[src/rtl/dbg_bridge_cmd_ctrl.sv]
// dbg_bridge_cmd_ctrl
// Command sequencer between the debug UART byte interface and a 32-bit
// memory-mapped bus master. Parses framed read/write commands
// (CMD, LEN, ADDR[31:24..7:0], write data LSB first), issues word accesses with
// an auto-incrementing address and returns read data (LSB first) or ACK_BYTE
// through the UART transmitter.
//
// Ports:
//   clk_i, rst_i                 clock, asynchronous active-low reset
//   uart_rx_ready_i/uart_data_i  received byte available / its value
//   uart_rx_err_i                UART framing error flag
//   uart_rd_o                    consume received byte (also clears error)
//   uart_tx_busy_i               transmitter busy
//   uart_wr_o/uart_data_o        one-cycle transmit strobe / byte to send
//   mem_addr_o                   word address (bits [1:0] always 0)
//   mem_wr_o/mem_rd_o            bus requests, held until mem_ack_i
//   mem_data_o/mem_data_i        write data / read data (valid with ack)
//   mem_ack_i                    access complete
//   busy_o                       high whenever a frame is in progress
module dbg_bridge_cmd_ctrl #(
  parameter int unsigned TIMEOUT_W = 16,
  parameter logic [7:0]  ACK_BYTE  = 8'hA5
) (
  input  logic        clk_i,
  input  logic        rst_i,
  input  logic        uart_rx_ready_i,
  input  logic [7:0]  uart_data_i,
  input  logic        uart_rx_err_i,
  output logic        uart_rd_o,
  input  logic        uart_tx_busy_i,
  output logic        uart_wr_o,
  output logic [7:0]  uart_data_o,
  output logic [31:0] mem_addr_o,
  output logic        mem_wr_o,
  output logic        mem_rd_o,
  output logic [31:0] mem_data_o,
  input  logic [31:0] mem_data_i,
  input  logic        mem_ack_i,
  output logic        busy_o
);

  localparam logic [2:0] ST_IDLE     = 3'd0;
  localparam logic [2:0] ST_LEN      = 3'd1;
  localparam logic [2:0] ST_ADDR     = 3'd2;
  localparam logic [2:0] ST_WDATA    = 3'd3;
  localparam logic [2:0] ST_WRITE    = 3'd4;
  localparam logic [2:0] ST_READ     = 3'd5;
  localparam logic [2:0] ST_RDATA_TX = 3'd6;
  localparam logic [2:0] ST_ACK_TX   = 3'd7;

  localparam logic [7:0] CMD_WR = 8'h10;
  localparam logic [7:0] CMD_RD = 8'h11;

  logic [2:0]           state_r;
  logic [2:0]           state_nxt_s;
  logic                 cmd_wr_r;
  logic [7:0]           len_r;
  logic [1:0]           byte_cnt_r;
  logic [23:0]          addr_sh_r;
  logic [31:0]          rdata_r;
  logic [TIMEOUT_W-1:0] to_cnt_r;
  logic                 armed_r;

  logic       rx_state_s;
  logic       cnt_state_s;
  logic       accept_s;
  logic       abort_s;
  logic       timeout_s;
  logic       bus_done_s;
  logic       tx_fire_s;
  logic       last_byte_s;
  logic [7:0] len_dec_s;

  // Byte k of a word, k=0 being the least significant byte.
  function automatic logic [7:0] sel_byte(input logic [31:0] word, input logic [1:0] idx);
    logic [7:0] b;
    case (idx)
      2'd0:    b = word[7:0];
      2'd1:    b = word[15:8];
      2'd2:    b = word[23:16];
      default: b = word[31:24];
    endcase
    return b;
  endfunction

  // Handshake qualifiers derived from the current state and inputs.
  always_comb begin
    rx_state_s  = (state_r == ST_IDLE) || (state_r == ST_LEN) ||
                  (state_r == ST_ADDR) || (state_r == ST_WDATA);
    cnt_state_s = (state_r == ST_LEN) || (state_r == ST_ADDR) || (state_r == ST_WDATA);
    accept_s    = rx_state_s && uart_rx_ready_i && !uart_rx_err_i;
    abort_s     = rx_state_s && uart_rx_err_i;
    timeout_s   = cnt_state_s && !accept_s && !abort_s &&
                  (to_cnt_r == {TIMEOUT_W{1'b1}});
    // armed_r masks an ack in the first request cycle, which is not legal.
    bus_done_s  = ((state_r == ST_WRITE) || (state_r == ST_READ)) && armed_r && mem_ack_i;
    // uart_wr_o in the previous cycle covers the transmitter's busy latency.
    tx_fire_s   = ((state_r == ST_RDATA_TX) || (state_r == ST_ACK_TX)) &&
                  !uart_tx_busy_i && !uart_wr_o;
    last_byte_s = (byte_cnt_r == 2'd3);
    len_dec_s   = len_r - 8'd1;
    // A pending framing error is cleared by a read strobe even without data.
    uart_rd_o   = rx_state_s && (uart_rx_ready_i || uart_rx_err_i);
  end

  // Next-state logic; receive-side aborts override everything else.
  always_comb begin
    state_nxt_s = state_r;
    if (abort_s || timeout_s) begin
      state_nxt_s = ST_IDLE;
    end else begin
      case (state_r)
        ST_IDLE: begin
          if (accept_s && ((uart_data_i == CMD_WR) || (uart_data_i == CMD_RD))) state_nxt_s = ST_LEN;
          else state_nxt_s = ST_IDLE;
        end
        ST_LEN: begin
          if (accept_s) state_nxt_s = ST_ADDR;
          else state_nxt_s = ST_LEN;
        end
        ST_ADDR: begin
          if (accept_s && last_byte_s) begin
            if (cmd_wr_r) state_nxt_s = (len_r == 8'd0) ? ST_ACK_TX : ST_WDATA;
            else state_nxt_s = (len_r == 8'd0) ? ST_IDLE : ST_READ;
          end else begin
            state_nxt_s = ST_ADDR;
          end
        end
        ST_WDATA: begin
          if (accept_s && last_byte_s) state_nxt_s = ST_WRITE;
          else state_nxt_s = ST_WDATA;
        end
        ST_WRITE: begin
          if (bus_done_s) state_nxt_s = (len_dec_s == 8'd0) ? ST_ACK_TX : ST_WDATA;
          else state_nxt_s = ST_WRITE;
        end
        ST_READ: begin
          if (bus_done_s) state_nxt_s = ST_RDATA_TX;
          else state_nxt_s = ST_READ;
        end
        ST_RDATA_TX: begin
          if (tx_fire_s && last_byte_s) state_nxt_s = (len_dec_s == 8'd0) ? ST_IDLE : ST_READ;
          else state_nxt_s = ST_RDATA_TX;
        end
        ST_ACK_TX: begin
          if (tx_fire_s) state_nxt_s = ST_IDLE;
          else state_nxt_s = ST_ACK_TX;
        end
        default: state_nxt_s = ST_IDLE;
      endcase
    end
  end

  // State register; requests and busy are registered from the next state.
  always_ff @(posedge clk_i or negedge rst_i) begin
    if (!rst_i) begin
      state_r     <= ST_IDLE;
      busy_o      <= 1'b0;
      mem_wr_o    <= 1'b0;
      mem_rd_o    <= 1'b0;
      armed_r     <= 1'b0;
      uart_wr_o   <= 1'b0;
      uart_data_o <= 8'h00;
    end else begin
      state_r   <= state_nxt_s;
      busy_o    <= (state_nxt_s != ST_IDLE);
      mem_wr_o  <= (state_nxt_s == ST_WRITE);
      mem_rd_o  <= (state_nxt_s == ST_READ);
      armed_r   <= (state_nxt_s == state_r) && ((state_r == ST_WRITE) || (state_r == ST_READ));
      uart_wr_o <= tx_fire_s;
      if (tx_fire_s) begin
        uart_data_o <= (state_r == ST_ACK_TX) ? ACK_BYTE : sel_byte(rdata_r, byte_cnt_r);
      end else begin
        uart_data_o <= uart_data_o;
      end
    end
  end

  // Frame datapath: command, length, address, data and the timeout counter.
  always_ff @(posedge clk_i or negedge rst_i) begin
    if (!rst_i) begin
      cmd_wr_r   <= 1'b0;
      len_r      <= 8'd0;
      byte_cnt_r <= 2'd0;
      addr_sh_r  <= 24'd0;
      mem_addr_o <= 32'd0;
      mem_data_o <= 32'd0;
      rdata_r    <= 32'd0;
      to_cnt_r   <= {TIMEOUT_W{1'b0}};
    end else begin
      // Byte position restarts on every state change.
      if (state_nxt_s != state_r) byte_cnt_r <= 2'd0;
      else if (accept_s || tx_fire_s) byte_cnt_r <= byte_cnt_r + 2'd1;
      else byte_cnt_r <= byte_cnt_r;

      if ((state_nxt_s != state_r) || accept_s || !cnt_state_s) to_cnt_r <= {TIMEOUT_W{1'b0}};
      else to_cnt_r <= to_cnt_r + {{(TIMEOUT_W-1){1'b0}}, 1'b1};

      case (state_r)
        ST_IDLE: begin
          if (state_nxt_s == ST_LEN) cmd_wr_r <= (uart_data_i == CMD_WR);
        end
        ST_LEN: begin
          if (accept_s) len_r <= uart_data_i;
        end
        ST_ADDR: begin
          // Address is held in a shadow until complete so mem_addr_o stays aligned.
          if (accept_s && last_byte_s) mem_addr_o <= {addr_sh_r, uart_data_i[7:2], 2'b00};
          else if (accept_s) addr_sh_r <= {addr_sh_r[15:0], uart_data_i};
        end
        ST_WDATA: begin
          if (accept_s) mem_data_o[{byte_cnt_r, 3'b000} +: 8] <= uart_data_i;
        end
        ST_WRITE: begin
          if (bus_done_s) begin
            mem_addr_o <= mem_addr_o + 32'd4;
            len_r      <= len_dec_s;
          end
        end
        ST_READ: begin
          if (bus_done_s) begin
            mem_addr_o <= mem_addr_o + 32'd4;
            rdata_r    <= mem_data_i;
          end
        end
        ST_RDATA_TX: begin
          if (tx_fire_s && last_byte_s) len_r <= len_dec_s;
        end
        default: begin
        end
      endcase
    end
  end

endmodule
[config.mk]
export PLATFORM = sky130hd
export DESIGN_NAME = dbg_bridge_cmd_ctrl
export DESIGN_NICKNAME = d
export VERILOG_FILES = /design/src/rtl/dbg_bridge_cmd_ctrl.sv
export SDC_FILE = /design/constraint.sdc
export NUM_CORES = 1
export LEC_CHECK = 0
export BUFFER_PORTS_ARGS = -buffer_cell sky130_fd_sc_hd__buf_2
export CAP_MARGIN = 20
export CORE_MARGIN = 2
export CORE_UTILIZATION = 25
export CTS_BUF_LIST = sky130_fd_sc_hd__clkbuf_2
export DETAILED_ROUTE_END_ITERATION = 7
export PLACE_DENSITY = 0.4
export SYNTH_ARGS = -nofsm -noshare
export SYNTH_HDL_FRONTEND = slang
export SYNTH_SLANG_ARGS = --single-unit
[constraint.sdc]
create_clock -name clk_i -period 2.9 [get_ports clk_i]
set_clock_uncertainty 0.05 [all_clocks]
set_input_delay 0.145 -clock clk_i [delete_from_list [all_inputs] [get_ports clk_i]]
set_output_delay 0.145 -clock clk_i [all_outputs]
set_load 0.05 [all_outputs]
==> reports/metrics.yaml <==
run_status:
  run_status: "finished, final reports clean"
power_and_ir_drop:
  power-per-cell-area_mw_per_mm2: 457
  internal-power_w: 0.00313
  switching_share_pct: 32.6
  leakagePower_nw: 4.70
  power.share.combinational_pct: 17.7
  total_switching_power_w: 0.00151
  worst_ir_drop_vdd_mv: 0.261
  power.share.sequential_pct: 50.7
  clockPowerShare_pct: 31.6
cts:
  tritoncts: "built"
  cts_root_buf: "sky130_fd_sc_hd__clkbuf_2"
  cts-buffers-inserted: 17
  clkSinkCount: 161
  clk_pin_slew_ps: 270
  clk_latency_ps: 770
  cts-root-to-sink-buffers: 2
  post_cts_setup_buffers: 0
  cts-htree-levels: 4
finish:
  syn_to_final_growth_pct: 27.1
  drive_above_1_share_pct: 24.5
  fillerInstances: 3283
  final_nets: 1067
  non_filler_cells_final: 1425
routing:
  vias_per_cell: 4.76
  vias: 6780
  drt_drc_violations_left: 0
  routedWlPerCell_um: 16.8
  routed_wl_um: 23900
  first_iter_violations: 382
  drtPass1Iterations: 5
  ant_nets: 0
placement:
  port_buffers: 120
  hpwl_um: 15900
  gp_congestion: 0.775
  number_of_placed_instances_taps_included: 1313
synth:
  asyncSetResetFlopFracSynth_pct: 100
  synth.ff_latch_count: 161
  synth_common_cells: "sky130_fd_sc_hd__dfrtp_1, sky130_fd_sc_hd__nand2_1, sky130_fd_sc_hd__o21ai_0"
  yosys.cell_count.top_type: "sky130_fd_sc_hd__dfrtp_1"
  synthDominantAreaCellType: "sky130_fd_sc_hd__dfrtp_1"
  synthTopCellsByArea: "sky130_fd_sc_hd__dfrtp_1, sky130_fd_sc_hd__mux2_2, sky130_fd_sc_hd__nand2_1"
  netlist-cell-type-count: 71
  ys_warn_count: 0
  yosys_most_used_dff: "sky130_fd_sc_hd__dfrtp_1"
  avgSynthCellArea_um2: 9.76
  synth.yosys.seq_area_share_pct: 50.4
  yosys.area.top_type_share_pct: 50.4
  netlist_area_mm2: 0.00799
  synthCells: 818
  synth-edff-count: 0
die:
  start_util_pct: 25.4
  core_mm2: 0.0315
  pin_count: 123
  area_of_the_die_mm2: 0.0334
  die_width_um: 183
  std_cell_rows: 65
  floorplan.die.height_um: 183
global_route:
  grt_first_pass_wirelength_um: 38100
  grt_pass1_vias: 6631
  grt_antenna_before_repair: 1
  grt.total_usage_pct: 14.7
  globalRouteOverflowTotal: 0
  largest_net_degree_at_the_start_of_global_routing: 69
timing:
  slew_viol_final: 0
  slew_headroom_pct: 53.5
  timing.final.crit_share_pct: 92.1
  final-setup-viol-count: 0
  setup_tns_ps: 0
  finalCriticalPeriod_ps: 2670
  max_freq_mhz: 374
  rsz0062_at_grt: "no"
  final_hold_viol_count: 0
  worst-slew-pin-transition_ps: 692
worst_setup_path:
  crit_path_max_fanout: 13
  timing_worst_setup_path_type: "reg -> reg"
  cp-end-kind: "flop"
  crit_path_start_kind: "flop"
  worst-endpoint-arrival_ps: 3270
  crit_required_ps: 3500
job:
  maxCapViolations: 0
hold_path:
  worstHoldPathType: "in -> reg"
worst max-delay path, stage by stage (launching register included):
cell and delay [ps]:
sky130_fd_sc_hd__dfrtp_1 500, sky130_fd_sc_hd__inv_1 160, sky130_fd_sc_hd__ha_1 450, sky130_fd_sc_hd__and4bb_2 280, sky130_fd_sc_hd__o21ai_0 80, sky130_fd_sc_hd__a22o_1 250, sky130_fd_sc_hd__or2_4 270, sky130_fd_sc_hd__a221oi_2 410
sky130_fd_sc_hd__nand3b_1 120
layer usage:
layer | track usage (%) | wire [um] | vias to the layer above
met5 | 0 | 0 | -
met3 | 2.66 | 789 | 15
met1 | 20.2 | 11400 | 3320
met2 | 23.9 | 11400 | 136
met4 | 4.03 | 280 | 0
li1 | - | - | 3309
layout make-up:
type	count	area, um2	area share, %
repair buffers	222	1610	15.8
clock buffers	18	90.1	0.887
multi-input cells	589	3670	36.1
flip-flops and latches	161	4030	39.7
well taps	402	503	4.95
clock inverters	14	191	1.89
diodes	1	2.50	0.0246
inverters	18	67.6	0.665
cell families after synthesis:
kind of cell    after synthesis  share of synthesized area, %
buf+inv                      69                          3.84
flops                       161                          50.4
fa+ha+maj                    12                          1.88
xor+xnor                     15                          1.65
other cells                   1                        0.0470
simple gates                292                          17.3
mux                          58                          8.16
compound gates              210                          16.7
registers in the layout, summed over array words and instances (netlist names):
name / flops
mem_data_o: 32
rdata_r: 32
mem_addr_o: 30
addr_sh_r: 24
to_cnt_r: 16
len_r: 8
uart_data_o: 8
state_r: 3
byte_cnt_r: 2
armed_r: 1
busy_o: 1
cmd_wr_r: 1
mem_rd_o: 1
mem_wr_o: 1
uart_wr_o: 1
through the flow:
stage	hold slack (ps)	instance area, um2	total power (W)	util (%)	setup WS [ps]
2_1_floorplan	-201	7990	0.00280	-	455
5_1_grt	35.5	10200	0.00491	32.3	26.1
3_5_place_dp	57.8	9070	0.00315	28.8	260
6_report	131	10200	0.00464	32.3	228
4_1_cts	1.27	10100	0.00474	32.1	214
3_3_place_gp	50.4	9070	0.00314	28.8	217
final timing paths:
kind / from / to / slack (ps) / cells after the start
worst max register to register: len_r[1]$_DFFE_PN0P_ / busy_o$_DFF_PN0_ / 230 / 8
worst min-delay path: mem_data_i[26] / rdata_r[26]$_DFFE_PN0P_ / 130 / 3
worst min register to register: mem_data_o[4]$_DFFE_PN0P_ / mem_data_o[4]$_DFFE_PN0P_ / 460 / 2
worst max-delay path: len_r[1]$_DFFE_PN0P_ / busy_o$_DFF_PN0_ / 230 / 8
min in group asynchronous: rst_i / to_cnt_r[1]$_DFF_PN0_ / 410 / 4
max in group asynchronous: rst_i / mem_addr_o[30]$_DFFE_PN0P_ / 1920 / 4
what timing repair did:
item | CTS | global route
hold buffers | 74 | 5
gates resized for setup | 0 | 0
hold endpoints to repair | 290 | 5
endpoints found under the setup margin | 0 | 0
cell usage in the layout, fill, tap and decap left out, drive strengths merged, types with 8 or more instances in the layout:
cell type    netlist  layout
nor3b             10      10
a222oi             8       8
nand2            119     119
mux2              57      57
nand3             25      25
dlygate4sd3        0      78
buf               21     144
nand4              9       9
a21oi             54      54
nor3               9       9
a22o               8       8
dfrtp            161     161
inv               17      26
clkbuf            30      18
xnor2              8       8
nor2              75      75
and3               8       8
o21ai             85      85
ha                12      12
nor4               8       8
power by group through the flow:
stage          logic (W)  registers, W  clock network, W
2_1_floorplan   0.000412       0.00239                 0
3_3_place_gp    0.000755       0.00239                 0
3_5_place_dp    0.000757       0.00239                 0
4_1_cts         0.000841       0.00235           0.00154
5_1_grt         0.000917       0.00236           0.00164
6_report        0.000820       0.00235           0.00147
(Power assumes the default switching activity.)
